### src/rtl/ram_line_bridge.sv
// ram_line_bridge: single-outstanding bridge from the cache miss path to the
// word-organised line RAM. It turns a byte address into a line-aligned RAM
// word index, issues one read or write per transaction, and returns the
// result on a response port that holds its value until it is accepted.
//
// Optional feature macro: RAM_BRIDGE_RANGE_CHECK_EN
//   defined   : addresses outside [BASE_ADDR, BASE_ADDR + RAM_DEPTH*4) get
//               rsp_err_o=1 and cause no RAM access
//   undefined : every address is in range, the index wraps modulo RAM_DEPTH,
//               and rsp_err_o is always 0
//
// Ports:
//   clk_i, rst_ni             clock, asynchronous active-low reset
//   req_valid_i/req_ready_o   request handshake
//   req_we_i                  1 = write line, 0 = read line
//   req_addr_i                byte address (bits below the line size ignored)
//   req_wdata_i/req_wstrb_i   write line and byte enables
//   rsp_valid_o/rsp_ready_i   response handshake (held until accepted)
//   rsp_rdata_o, rsp_err_o    read line (0 for writes/errors), range error
//   prog_busy_i               UART programmer owns the RAM; blocks new requests
//   ram_addr_o                line-aligned word index
//   ram_wdata_o/ram_wstrb_o   write line and strobes to the RAM
//   ram_rd_en_o               one-cycle read enable
//   ram_rdata_i               registered RAM read line
module ram_line_bridge #(
    parameter int unsigned BLK_SIZE  = 128,
    parameter int unsigned RAM_DEPTH = 32768,
    parameter logic [31:0] BASE_ADDR = 32'h8000_0000
) (
    input  logic                         clk_i,
    input  logic                         rst_ni,
    input  logic                         req_valid_i,
    output logic                         req_ready_o,
    input  logic                         req_we_i,
    input  logic [31:0]                  req_addr_i,
    input  logic [BLK_SIZE-1:0]          req_wdata_i,
    input  logic [BLK_SIZE/8-1:0]        req_wstrb_i,
    output logic                         rsp_valid_o,
    input  logic                         rsp_ready_i,
    output logic [BLK_SIZE-1:0]          rsp_rdata_o,
    output logic                         rsp_err_o,
    input  logic                         prog_busy_i,
    output logic [$clog2(RAM_DEPTH)-1:0] ram_addr_o,
    output logic [BLK_SIZE-1:0]          ram_wdata_o,
    output logic [BLK_SIZE/8-1:0]        ram_wstrb_o,
    output logic                         ram_rd_en_o,
    input  logic [BLK_SIZE-1:0]          ram_rdata_i
);

    localparam int unsigned AW = $clog2(RAM_DEPTH);
    localparam int unsigned SW = BLK_SIZE / 8;
    localparam int unsigned LW = $clog2(BLK_SIZE / 32);
    // Clears the word-within-line bits so the index always points at a line start.
    localparam logic [AW-1:0] LINE_MASK = ~AW'((1 << LW) - 1);

    typedef enum logic [1:0] {
        IDLE    = 2'd0,
        RD_WAIT = 2'd1,
        RESP    = 2'd2
    } state_t;

    state_t              state;
    logic [BLK_SIZE-1:0] rdata_q;
    logic                err_q;
    logic [31:0]         offset;
    logic                in_range;
    logic                fire;
    logic                unused_offset;

    // Byte offset from RAM base; only the word-index bits reach the RAM.
    assign offset        = req_addr_i - BASE_ADDR;
    assign unused_offset = ^offset;
    assign ram_addr_o    = AW'(offset >> 2) & LINE_MASK;

`ifdef RAM_BRIDGE_RANGE_CHECK_EN
    localparam logic [32:0] RANGE_LO = 33'(BASE_ADDR);
    localparam logic [32:0] RANGE_HI = RANGE_LO + (33'(RAM_DEPTH) << 2);

    // 33-bit compare so a window ending at 4 GiB does not wrap.
    assign in_range = ({1'b0, req_addr_i} >= RANGE_LO) &&
                      ({1'b0, req_addr_i} <  RANGE_HI);
`else
    assign in_range = 1'b1;
`endif

    // Request handshake and RAM pin drive.
    assign req_ready_o = (state == IDLE) && !prog_busy_i;
    assign fire        = req_valid_i && req_ready_o;
    assign ram_wdata_o = req_wdata_i;
    // RAM strobes stay quiet while reset is asserted, even if a request is presented.
    assign ram_rd_en_o = rst_ni && fire && !req_we_i && in_range;
    assign ram_wstrb_o = (rst_ni && fire && req_we_i && in_range) ? req_wstrb_i : SW'(0);

    // Response port driven straight from registers.
    assign rsp_valid_o = (state == RESP);
    assign rsp_rdata_o = rdata_q;
    assign rsp_err_o   = err_q;

    // Transaction FSM with the response registers.
    always_ff @(posedge clk_i or negedge rst_ni) begin
        if (!rst_ni) begin
            state   <= IDLE;
            rdata_q <= '0;
            err_q   <= 1'b0;
        end else begin
            case (state)
                IDLE: begin
                    if (fire) begin
                        rdata_q <= '0;
                        err_q   <= !in_range;
                        if (in_range && !req_we_i) begin
                            state <= RD_WAIT;
                        end else begin
                            state <= RESP;
                        end
                    end
                end
                RD_WAIT: begin
                    rdata_q <= ram_rdata_i;
                    err_q   <= 1'b0;
                    state   <= RESP;
                end
                RESP: begin
                    if (rsp_ready_i) begin
                        state <= IDLE;
                    end
                end
                default: begin
                    state <= IDLE;
                end
            endcase
        end
    end

endmodule

### config.mk
export PLATFORM = sky130hd
export DESIGN_NAME = ram_line_bridge
export DESIGN_NICKNAME = d
export VERILOG_FILES = /design/src/rtl/ram_line_bridge.sv
export SDC_FILE = /design/constraint.sdc
export NUM_CORES = 1
export LEC_CHECK = 0
export ABC_AREA = 1
export BUFFER_PORTS_ARGS = -buffer_cell sky130_fd_sc_hd__buf_2
export CORE_AREA = 2 2 235 237
export DETAILED_ROUTE_END_ITERATION = 16
export DIE_AREA = 0 0 237 239
export PLACE_DENSITY_LB_ADDON = 0.08
export REMOVE_ABC_BUFFERS = 1
export SLEW_MARGIN = 0
export SYNTH_ARGS = -nofsm -noshare
export SYNTH_HDL_FRONTEND = slang
export SYNTH_SLANG_ARGS = --single-unit
### constraint.sdc
create_clock -name clk_i -period 1.6 [get_ports clk_i]
set_input_delay 0.32 -clock clk_i [delete_from_list [all_inputs] [get_ports clk_i]]
set_output_delay 0.32 -clock clk_i [all_outputs]
set_load 0.05 [all_outputs]
==> results.txt <==
Across all setup checks in the final design, the least slack found is -0.370 ns. The detailed-route DRC error count came out at 0. Setup repair after global routing could not meet its margin everywhere. Signal routing reaches up to met5. The commonest cells after synthesis are sky130_fd_sc_hd__nand2_1, sky130_fd_sc_hd__buf_4, sky130_fd_sc_hd__dfrtp_1. The number of warnings printed during yosys synthesis came out at 0.

The number of antenna violations at the first check in global routing is 8. The first global-routing pass estimated 75,300 um of wire. The type of the worst setup path is register to output port.

The routed metal-1 wire length came out at 17,200 um. The number of different library cells used by synthesis comes to 17. Of the total synthesized cell area, the portion taken by XOR and XNOR cells is 0. The fraction of registers with async set/reset came out at 1.00. The clock insertion delay at the later pin of the skew report is about 0.47 ns. The total routing resource utilization after global routing is 0.213. The final estimated routing congestion in global placement is 0.869. The cell area after placement is 7860 sq um. The highest fanout seen on the critical path came out at 5.

The final global-route overflow total came out at 0. In this run the standard cell core region covers 54,300 sq um. The post-synthesis compound-gate area fraction is 0.000775. The post-route cell area came out at 9360 sq um. In this run the remaining antenna-violating nets after routing total 0. Summed over all layers, the routed wires come to 62,500 um. In this run the clock root is driven by a sky130_fd_sc_hd__clkbuf_16. The number of buffers inserted during clock tree synthesis came out at 17.

In the final routed layout, each cell accounts on average for 37.3 um. During I/O placement, the number of pins put on the boundary was 601. STA classifies the critical path startpoint as a register. The max capacitance violation total came out at 0. The run finished, with violations left. The first-pass detailed-route iteration total came out at 5.

The final reports fail on setup timing. After synthesis the cells add up to around 6500 sq um. The number of nets in the layout is 1,270. The count of H-tree levels built during CTS came out at 4. Across the VDD grid, the largest voltage drop is roughly 0.65 mV. The top flip-flop cell by instance count after synthesis is sky130_fd_sc_hd__dfrtp_1. The die covers 56,600 sq um. The largest total area in the synthesized netlist belongs to sky130_fd_sc_hd__dfrtp_1.

For the pin with the worst max-slew slack, the measured transition is 0.631 ns. The maximum clock rate is ~510 MHz. The repair_antennas step left the layout with diodes totalling 0. The number of placed cells counting well taps is 1,595. The final non-filler cell total is 1,675. The clock arrives with 0.00716 ns of skew.

The share of layout cells above drive strength 1 came out at 0.406. CTS saw 130 sinks. Each instance of the synthesized netlist takes up on average 8.56 sq um. The period utilization came out at 1.23. Measured against its own limit, the worst slew margin works out to 0.580. The required arrival time at the worst endpoint came out at 1.28 ns. Data on the critical path arrives at its endpoint at about 1.7 ns. Of the total synthesized cell area, the portion taken by AND, OR, NAND and NOR gates is 0.275.

Summed over all nets, wire length on met3 after detailed routing comes to between 15,000 and 20,000 um. The count of final max-slew check failures was 0. The row count came out at 86. The share of the Yosys chip area taken by registers is 0.504.

The effective utilization at floorplan came out at 0.119. The share of synthesized area in the top cell type comes to 0.504. Entering global routing, the biggest net connects slightly above 90 pins.

The final HPWL from detailed placement came out at around 50,000 um. The total of endpoints with negative setup slack in the final report is 54. The multiplexer share of the synthesized area came out at 0. The detailed router's first-iteration violation count is between 300 and 400. The final core area utilization is 0.172.

From synthesis to final layout, the design area changed by 45.0%. The power density relative to cell area came out at 1260 nW/um^2. The number of standard cells after synthesis is 754. sky130_fd_sc_hd__nand2_1 is the most common cell in the netlist.

The tightest hold path in the finished design has a slack of 0.0535 ns. The min-delay analysis places its worst path in the category input pin to register. The detailed-routed wire length on met2 is roughly 26,000 um.

The cell leakage power came out at about 5 nW. The total via count in the routed design came out at slightly above 6,000. The TritonCTS clock tree is yes.

The die boundary height is 239 um. The port buffer count is 296. The smallest clock period supported by the final layout is computed as 1.97 ns. The die is around 240 um wide.

After clock tree synthesis, the clock-pin slew on the worst setup and hold paths is 0.06 ns. In this run, synthesis inferred 0 flip-flops with an integrated enable. The final hold violation count came out at 0. The post-synthesis register bit count is 130.

By area the synthesized netlist is led by sky130_fd_sc_hd__dfrtp_1, sky130_fd_sc_hd__buf_4, sky130_fd_sc_hd__nand2_1. The via count of the first global-routing pass came out at around 6,000. The maximum clock insertion buffer count is 2. By area, the combinational part of the netlist is dominated by simple AND/OR/NAND/NOR gates.

The mean number of vias per cell came out at 3.71. Of the total synthesized cell area, the portion taken by full adders, half adders and majority gates is 0. The worst setup path is captured at an output port.
==> power breakdown <==
group          switching [W]  total, W  internal, W  leakage [nW]
clock                0.00162   0.00380      0.00218         0.260
sequential          0.000279   0.00406      0.00378          1.75
combinational        0.00296   0.00397      0.00101          3.12
total                0.00486    0.0118      0.00697          5.13
==> routing by layer <==
layer  GRT usage  up-vias
li1            -     2652
met1       0.162     2849
met2       0.298      636
met3       0.302       62
met4      0.0464       18
met5       0.109        -
==> cell type report <==
class / count / area, sq um
fill: 6195 / 45000
sequential: 130 / 3250
timing repair buffer: 372 / 2630
multi-input combinational: 416 / 1970
tap: 704 / 881
clock buffer: 24 / 472
inverter: 23 / 101
clock inverter: 6 / 57.6
==> flip-flops by register name, summed over array words and instances (netlist names) <==
register / flops
rsp_rdata_o: 128
state: 2
==> worst paths after layout <==
kind,to,startpoint,cells after the start,slack [ns]
max,ram_wstrb_o[3],state[0],4,-0.37
min,rsp_rdata_o[117],ram_rdata_i[117],3,0.05
max reg2reg,rsp_rdata_o[62],state[0],7,-0.03
min reg2reg,rsp_rdata_o[91],rsp_rdata_o[91],2,0.49
max in group asynchronous,rsp_rdata_o[44],rst_ni,3,0.44
min in group asynchronous,rsp_rdata_o[78],rst_ni,3,0.61
==> cell families after synthesis <==
logic type             Yosys count
AND/OR/NAND/NOR                410
buffers and inverters          212
flip-flops                     130
AO/OA/AOI/OAI                    1
other                            1
==> metrics by stage <==
step | setup WS [ns] | setup TNS, ns | total power, W
final | -0.370 | -7.11 | 0.0118
after global routing | -0.490 | -13.47 | 0.0125
after CTS | -0.443 | -7.79 | 0.0120
after detailed placement | -0.195 | -18.38 | 0.00783
after global placement | -0.197 | -18.29 | 0.00783
after floorplan | -2.44 | -221.26 | 0.00645
==> worst max-delay path: stages, from the launching register on <==
cell and delay, ns:
sky130_fd_sc_hd__dfrtp_1 0.41, sky130_fd_sc_hd__nor2_4 0.24, sky130_fd_sc_hd__nand3_4 0.18, sky130_fd_sc_hd__nor3_2 0.17, sky130_fd_sc_hd__buf_6 0.18
==> placed cells by master, fill, tap and decap left out, drive strengths merged <==
cell and n:
nand3 132, nand2 259, bufinv 1, clkinvlp 1
conb 3, nor2 3, nor3 18, dfrtp 130
buf 330, dlygate4sd3 35, o21ai 1, clkinv 4
clkbuf 31, inv 23
==> timing repair <==
item,in CTS,in global routing
gates cloned,3,7
hold buffers,35,0
hold endpoints to repair,164,0
resized for setup,51,40
setup buffers,5,2
setup endpoints to repair,123,144
pin swaps,3,7
(Power assumes the default switching activity.)
